**src/rtl/lap_pkg.sv**
```systemverilog
// Shared types and constants for the lap/split capture stage.
package lap_pkg;

    // Display/FSM mode; encoding is visible on the mode output.
    typedef enum logic [1:0] {
        LIVE   = 2'd0,
        HOLD   = 2'd1,
        RECALL = 2'd2
    } lap_mode_t;

    // One BCD time sample as carried between stopwatch, buffer and display.
    typedef struct packed {
        logic [3:0] tens;
        logic [3:0] ones;
        logic [3:0] tenths;
    } bcd_time_t;

    // Digit code the display renders as blank.
    localparam logic [3:0] BLANK_DIGIT = 4'hF;

endpackage

```
**src/rtl/lap_buffer.sv**
```systemverilog
// Lap storage: DEPTH x 12-bit register file, synchronous write and
// combinational read. Contents are intentionally not reset.
module lap_buffer
    import lap_pkg::*;
#(
    parameter int DEPTH = 8
) (
    input  logic                     clk,
    input  logic                     we,
    input  logic [$clog2(DEPTH)-1:0] waddr,
    input  bcd_time_t                wdata,
    input  logic [$clog2(DEPTH)-1:0] raddr,
    output bcd_time_t                rdata
);

    bcd_time_t r_mem [DEPTH];

    // Write one lap entry when the capture logic requests it.
    always_ff @(posedge clk) begin
        if (we) r_mem[waddr] <= wdata;
    end

    assign rdata = r_mem[raddr];

endmodule

```
**src/rtl/lap_split_capture.sv**
```systemverilog
// Lap/split stage: synchronises the live BCD bus, captures splits into the
// lap buffer, freezes the display for a hold period and pages stored laps.
module lap_split_capture
    import lap_pkg::*;
#(
    parameter int DEPTH       = 8,
    parameter int HOLD_CYCLES = 200_000_000
) (
    input  logic                       clk,
    input  logic                       reset_n,
    input  logic                       lap_pulse,
    input  logic                       recall_pulse,
    input  logic                       clear_pulse,
    input  logic [3:0]                 live_tens,
    input  logic [3:0]                 live_ones,
    input  logic [3:0]                 live_tenths,
    output logic [3:0]                 disp_tens,
    output logic [3:0]                 disp_ones,
    output logic [3:0]                 disp_tenths,
    output logic [3:0]                 disp_aux,
    output logic [1:0]                 mode,
    output logic [$clog2(DEPTH+1)-1:0] lap_count,
    output logic                       lap_full
);

    localparam int CW = $clog2(DEPTH + 1);
    localparam int AW = $clog2(DEPTH);
    localparam int TW = (HOLD_CYCLES > 1) ? $clog2(HOLD_CYCLES) : 1;
    localparam logic [CW-1:0] CNT_FULL   = CW'(DEPTH);
    localparam logic [TW-1:0] TIMER_LOAD = TW'(HOLD_CYCLES - 1);

    // Synchroniser and coherent snapshot
    bcd_time_t r_s1, r_s2, r_snap;
    logic      w_coherent;

    // FSM state and its next-state values
    lap_mode_t       r_mode, w_mode_nx;
    logic [CW-1:0]   r_cnt, w_cnt_nx;
    logic [AW-1:0]   r_rd, w_rd_nx;
    logic [TW-1:0]   r_timer, w_timer_nx;
    bcd_time_t       r_hold, w_hold_nx;
    logic            w_we;
    logic            w_last;

    // Output registers
    bcd_time_t  r_disp, w_disp_nx;
    logic [3:0] r_aux, w_aux_nx;
    logic       r_full;
    bcd_time_t  w_rdata;

    // The bus is asynchronous; only take it when two consecutive samples agree,
    // so a digit rollover in flight can never produce a mixed-digit snapshot.
    assign w_coherent = (r_s1 == r_s2);

    // Two-flop sync of the live bus plus coherent snapshot register.
    always_ff @(posedge clk or negedge reset_n) begin
        if (!reset_n) begin
            r_s1   <= '0;
            r_s2   <= '0;
            r_snap <= '0;
        end else begin
            r_s1 <= bcd_time_t'({live_tens, live_ones, live_tenths});
            r_s2 <= r_s1;
            if (w_coherent) r_snap <= r_s2;
        end
    end

    lap_buffer #(.DEPTH(DEPTH)) u_buf (
        .clk   (clk),
        .we    (w_we),
        .waddr (AW'(r_cnt)),
        .wdata (r_snap),
        .raddr (w_rd_nx),
        .rdata (w_rdata)
    );

    assign w_last = ((CW'(r_rd) + CW'(1)) == r_cnt);

    // Next-state: clear beats lap, lap beats recall.
    always_comb begin
        w_mode_nx  = r_mode;
        w_cnt_nx   = r_cnt;
        w_rd_nx    = r_rd;
        w_timer_nx = r_timer;
        w_hold_nx  = r_hold;
        w_we       = 1'b0;
        if (clear_pulse) begin
            w_mode_nx  = LIVE;
            w_cnt_nx   = '0;
            w_rd_nx    = '0;
            w_timer_nx = '0;
        end else begin
            case (r_mode)
                LIVE, HOLD: begin
                    if (lap_pulse) begin
                        // A full buffer still freezes the display, it just stores nothing.
                        if (r_cnt != CNT_FULL) begin
                            w_we     = 1'b1;
                            w_cnt_nx = r_cnt + CW'(1);
                        end
                        w_hold_nx  = r_snap;
                        w_timer_nx = TIMER_LOAD;
                        w_mode_nx  = HOLD;
                    end else if (recall_pulse && (r_cnt != '0)) begin
                        w_rd_nx   = '0;
                        w_mode_nx = RECALL;
                    end else if (r_mode == HOLD) begin
                        if (r_timer == '0) w_mode_nx = LIVE;
                        else               w_timer_nx = r_timer - TW'(1);
                    end
                end
                RECALL: begin
                    if (lap_pulse) begin
                        w_mode_nx = LIVE;
                    end else if (recall_pulse) begin
                        if (w_last) w_mode_nx = LIVE;
                        else        w_rd_nx   = r_rd + AW'(1);
                    end
                end
                default: w_mode_nx = LIVE;
            endcase
        end
    end

    // Display source follows the mode being entered so pulses show up one edge later.
    always_comb begin
        w_disp_nx = r_snap;
        w_aux_nx  = BLANK_DIGIT;
        case (w_mode_nx)
            HOLD:    w_disp_nx = w_hold_nx;
            RECALL: begin
                w_disp_nx = w_rdata;
                w_aux_nx  = 4'(w_rd_nx) + 4'd1;
            end
            default: w_disp_nx = r_snap;
        endcase
    end

    // FSM state register.
    always_ff @(posedge clk or negedge reset_n) begin
        if (!reset_n) begin
            r_mode  <= LIVE;
            r_cnt   <= '0;
            r_rd    <= '0;
            r_timer <= '0;
            r_hold  <= '0;
        end else begin
            r_mode  <= w_mode_nx;
            r_cnt   <= w_cnt_nx;
            r_rd    <= w_rd_nx;
            r_timer <= w_timer_nx;
            r_hold  <= w_hold_nx;
        end
    end

    // Registered outputs toward the display.
    always_ff @(posedge clk or negedge reset_n) begin
        if (!reset_n) begin
            r_disp <= '0;
            r_aux  <= BLANK_DIGIT;
            r_full <= 1'b0;
        end else begin
            r_disp <= w_disp_nx;
            r_aux  <= w_aux_nx;
            r_full <= (w_cnt_nx == CNT_FULL);
        end
    end

    assign disp_tens   = r_disp.tens;
    assign disp_ones   = r_disp.ones;
    assign disp_tenths = r_disp.tenths;
    assign disp_aux    = r_aux;
    assign mode        = r_mode;
    assign lap_count   = r_cnt;
    assign lap_full    = r_full;

endmodule

```
**config.mk**
```make
export PLATFORM = sky130hd
export DESIGN_NAME = lap_split_capture
export DESIGN_NICKNAME = d
export VERILOG_FILES = /design/src/rtl/lap_pkg.sv /design/src/rtl/lap_buffer.sv /design/src/rtl/lap_split_capture.sv
export SDC_FILE = /design/constraint.sdc
export NUM_CORES = 1
export LEC_CHECK = 0
export ABC_AREA = 1
export ABC_CLOCK_PERIOD_IN_PS = 2700
export BUFFER_PORTS_ARGS = -buffer_cell sky130_fd_sc_hd__buf_2
export CORE_MARGIN = 8
export CORE_UTILIZATION = 60
export DETAILED_ROUTE_END_ITERATION = 6
export HOLD_SLACK_MARGIN = 0.15
export PLACE_DENSITY = 0.85
export RECOVER_POWER = 100
export SYNTH_ARGS = -nofsm -noshare
export SYNTH_HDL_FRONTEND = slang
export SYNTH_SLANG_ARGS = --single-unit
```
**constraint.sdc**
```tcl
create_clock -name clk -period 2.7 [get_ports clk]
set_input_delay 0.27 -clock clk [delete_from_list [all_inputs] [get_ports clk]]
set_output_delay 0.27 -clock clk [all_outputs]
set_load 0.1 [all_outputs]
```
# == Yosys cells after proc, flatten, opt, wreduce, memory -nomap -nowiden ==
# Memory sizes are Yosys's and may differ from the RTL's.
# Cells that the tools add are included.
# op_classes
n_addsub,5
n_eq_ne,10
muxes,37
reduce_logical,8
# op_table
operator,n
28-bit two-way mux,6
12-bit two-way mux,3
28-bit logical NOT,1
"28-bit by 1-bit subtractor with 28-bit output, second input constant",1
12-bit one-hot mux with 2 select lines,1
4-bit two-way mux,5
3-bit two-way mux,6
2-bit two-way mux,8
12-bit == test,1
"3-bit by 1-bit adder with 4-bit output, second input constant",2
1-bit two-way mux,6
"3-bit != test, second input constant",2
3-bit one-hot mux with 2 select lines,1
"4-bit by 1-bit adder with 4-bit output, second input constant",1
"2-bit by 1-bit == test with 1-bit output, second input constant",2
"2-bit == test, second input constant",2
4-bit == test,1
"4-bit == test, second input constant",1
"4-bit != test, second input constant",1
2-bit one-hot mux with 2 select lines,1
4-bit AND reduction,1
4-bit nonzero test,1
"3-bit by 1-bit adder with 3-bit output, second input constant",1
3-bit nonzero test,1
4 further kinds,4
# word_totals
register_bits,102
ram_bits,96
in_bits,17
output_inout_bits,23
wordCells,82
n_memories,1
# memory_table
memory,words,width,read_ports,rd_ports_with_merged_regs,write_ports,line_no,text
u_buf.r_mem,8,12,1,0,1,lap_buffer.sv:16,bcd_time_t r_mem [DEPTH];

# == Longest topological paths before layout ==
# depth
depth_word,9
depth_mapped,16
depth_no_buf,15

# == Modules after synthesis ==
# From an unflattened synthesis, not the netlist that was laid out.
# hier_totals
cells_unflattened,1051
hier_area_um2,9288.9
# by_module_without_submodules
mod,n_inst,cells_each,area_per_inst_um2,seq_area_each_um2
lap_split_capture,1,618,5049.8,2557.5
lap_buffer,1,433,4239.1,2882.8

# == Least setup slack after synthesis ==
# Ideal clock, no wire load.
# synth_path
path_kind,register -> register
start,"register r_cnt[0], in the netlist lap_count[0]"
end,register r_disp (netlist bit disp_ones[0])
setup_ns,0.077
arrival_ns,2.852
required_ns,2.623
slack_ns,-0.230
path_stages_with_launch,13
n_path_buf,1
synth_period_minus_slack_ns,2.930
path_cell_list,dfrtp_1 inv_2 ha_1 a31oi_1 inv_1 nand4_2 a21oi_1 clkinv_1 ha_1 inv_1 clkbuf_1 nor2_1 a21oi_1
# synth_lines
element,line_no,text
"start, declared",lap_split_capture.sv:38,"logic [CW-1:0] r_cnt, w_cnt_nx;"
"start signal, assigned",lap_split_capture.sv:149,r_cnt <= w_cnt_nx;
"end signal, assigned",lap_split_capture.sv:163,r_disp <= w_disp_nx;
"end, declared",lap_split_capture.sv:46,"bcd_time_t r_disp, w_disp_nx;"

==> results.yml <==
setup_path:
  arrival_ns: 2.95
  cp-end-kind: "flop"
  r2r_cells: 12
  path_max_fanout: 10
  cp_top_family: "simple AND/OR/NAND/NOR gates"
  crit_chain: "or2_2 > nor2_1 > nand3_2 > nor3_2 > nand2_1 > nand4_2 > a21oi_2 > clkinv_1 > ha_2 > buf_4 > a21oi_1 > a21oi_1"
  cpMostUsedCell: "a21oi_1"
  critPathLaunch: "r_timer[12]"
  worst-path-buf-inv: 2
  cp-start-kind: "flop"
  cpPeakStageDelay_ns: 0.39
  r2r-start: "r_timer[12]"
  cp.required_ns: 3.01
  cp.depth: 12
  cp_slowest_cell: "dfrtp_1"
  worstSetupPathType: "reg -> reg"
final_layout:
  post-route-util_pct: 69.5
  antennaDiodeCount: 0
  finalNetCount: 989
  layout-drive-gt1-share_pct: 12.3
  n_fill_cell: 963
  area_growth_pct: 13.9
  final_area_um2: 10100
sta:
  fmax_mhz: 379
  period_minus_slack_ns: 2.64
  hold_viol: 0
  whs_ns: 0.183
  worst_slew_pin_slew_ns: 1.25
  finalClockSkew_ns: 0.00957
  relSlewSlack_pct: 16.7
  slew_violations: 0
  finalCritPeriodShare_pct: 97.8
  worst_slack_ns: 0.0587
  setup_violations: 0
clock_network:
  cts_tree: "done"
  path_clk_slew_ns: 0.07
  cts_max_path_buffers: 2
  cts_root_buf: "clkbuf_16"
  clock_sinks: 198
  clkLatencyLatePin_ns: 0.43
  htreeDepth: 4
  cts_buffers: 17
floorplanning:
  ios: 40
  die_h_um: 137
  start_util_pct: 61.0
  dieArea_um2: 18900
  die_x_um: 137
  core-area_um2: 14500
  rows: 44
synth:
  avgSynthCellArea_um2: 9.79
  synthArstFlopShare_pct: 51.5
  syn_area_um2: 8840
  ys.flop_type: "dfrtp_1"
  synth_edf_count: 96
  synth_area_leaders: "edfxtp_1 33%, dfrtp_1 28%, nand3_1 8.0%"
  syn_nets: 927
  synthTopCellsByCount: "162 x nand2_1, 142 x nand3_1, 127 x inv_1"
  yosysWarnings: 0
  synth_cells: 903
  ys_seq_area_share_pct: 61.6
  yosysTopAreaCellShare_pct: 32.6
  ys_types: 40
  yosysMostFrequentCell: "nand2_1"
  yosysTopAreaCell: "edfxtp_1"
  synth-seq-cells: 198
grt:
  grt.met3_usage_pct: 4.81
  grt_util_all_layers_pct: 22.8
  antenna_found_initial: 0
  grt_max_degree: 57
  grt_pass1_vias: 6883
  met2_usage_pct: 37.8
  grt_pass1_wl_um: 33200
  grt-ovfl-total: 0
  grt_use_met1_pct: 27.8
  top_usage_layer: "met2"
job:
  max_cap_violations: 0
place:
  placed_cell_area_um2: 9310
  gp_congestion: 0.840
  port_buffers: 39
  hpwlAfterDp_um: 13000
  preCtsSetupSlack_ns: 0.0324
worst_hold_path:
  hold_class: "in -> reg"
  min-delay-start: "clear_pulse"
  worstHoldPathCells: 2
route:
  ant_nets: 0
  viasPerCell: 5.84
  vias: 6786
  drc: 0
  detail_route.wirelength_um: 20800
  first_pass_iters: 5
  initialDrtViolationCount: 842
  wl_per_cell_um: 17.9
power:
  p_sw_share_pct: 27.0
  power_frac_clock_pct: 38.4
  leakage_nw: 4.52
  peakVddDrop_mv: 0.498
  combPwrFrac_pct: 12.3
  power_density_nw_per_um2: 676
  seqPwrFrac_pct: 49.3
  power_switching_w: 0.00184
  power_w: 0.00680
  p_int_w: 0.00497
run_status:
  status: "completed"
[what timing repair did]
| action | in CTS | in global routing |
|---|---|---|
| hold buffers | 13 | 0 |
| buffers inserted | 0 | 1 |
| hold endpoints to repair | 54 | 0 |
| cloned | 0 | 1 |
| pin swaps | 0 | 2 |
| setup endpoints to repair | 1 | 13 |
| gates resized for setup | 1 | 14 |
[area by class of cell]
type	count	area, µm²	area share, %
sequential	198	5440	54.1
multi-input combinational	536	2760	27.4
inverter	135	513	5.10
timing repair buffer	76	502	4.98
clock buffer	19	443	4.40
tap	184	230	2.29
clock inverter	13	171	1.70
timing repair inverter	1	7.51	0.0746
[cells by family after synthesis]
group                      count (synthesis)  share of synthesized area (%)
and+or+nand+nor                          417                           21.7
muxes                                     12                           1.53
buffers and inverters                    169                           7.70
xor gates and xnor gates                  14                           1.39
adders and majority gates                  7                          0.991
DFF                                      198                           61.6
AOI/OAI and AO/OA                         86                           5.15
[flip-flops by register name, indices dropped and copies added, names as in the netlist]
name         count
u_buf.r_mem     96
r_timer         28
r_hold          12
r_s1            12
r_s2            12
r_snap          12
disp_aux         4
disp_ones        4
disp_tens        4
disp_tenths      4
lap_count        4
r_rd             3
mode             2
lap_full         1
[placed cells by master, fill, tap and decap left out, drive strengths merged, types with 3 or more instances in the layout]
master and n:
nor3 13, o22ai 6, clkbuf 44, inv 137, nor2 60, xor2 14
mux2 12, dfrtp 98, bufinv 3, edfxtp 96, or2 4, clkinv 7
buf 38, nor4 7, dlygate4sd3 13, ha 7, dfstp 4, nor3b 4
o21ai 33, a21oi 40, nand3b 13, nand2 165, nand3 143, nand4 8
[power by group through the flow]
stage	sequential, W	combinational, W	clock, W
after global routing	0.00336	0.000904	0.00273
after CTS	0.00335	0.000814	0.00263
after global placement	0.00340	0.000769	0
after floorplan	0.00359	0.000377	0
final	0.00335	0.000840	0.00261
after detailed placement	0.00341	0.000791	0
[layer usage]
metal  routed length [µm]  vias to the layer above
met5                    0                        -
met4                  694                        0
met3                 1860                       63
met2                10300                      399
met1                 7970                     3208
li1                     -                     3116
[metrics by stage]
| stage | cells | setup TNS, ns |
|---|---|---|
| floorplan | 903 | -14.18 |
| global placement | 1115 | 0 |
| detailed placement | 1115 | 0 |
| CTS | 1160 | 0 |
| global route | 1162 | -0.0670 |
| finish | 1162 | 0 |
[worst paths after layout]
kind / slack [ns] / to
max: 0.06 / disp_tenths[1]
min: 0.18 / mode[0]
max reg2reg: 0.06 / disp_tenths[1]
min reg2reg: 0.39 / r_s2[8]
max in group asynchronous: 0.62 / r_snap[6]
min in group asynchronous: 0.64 / r_timer[18]
(Power assumes the default switching activity.)
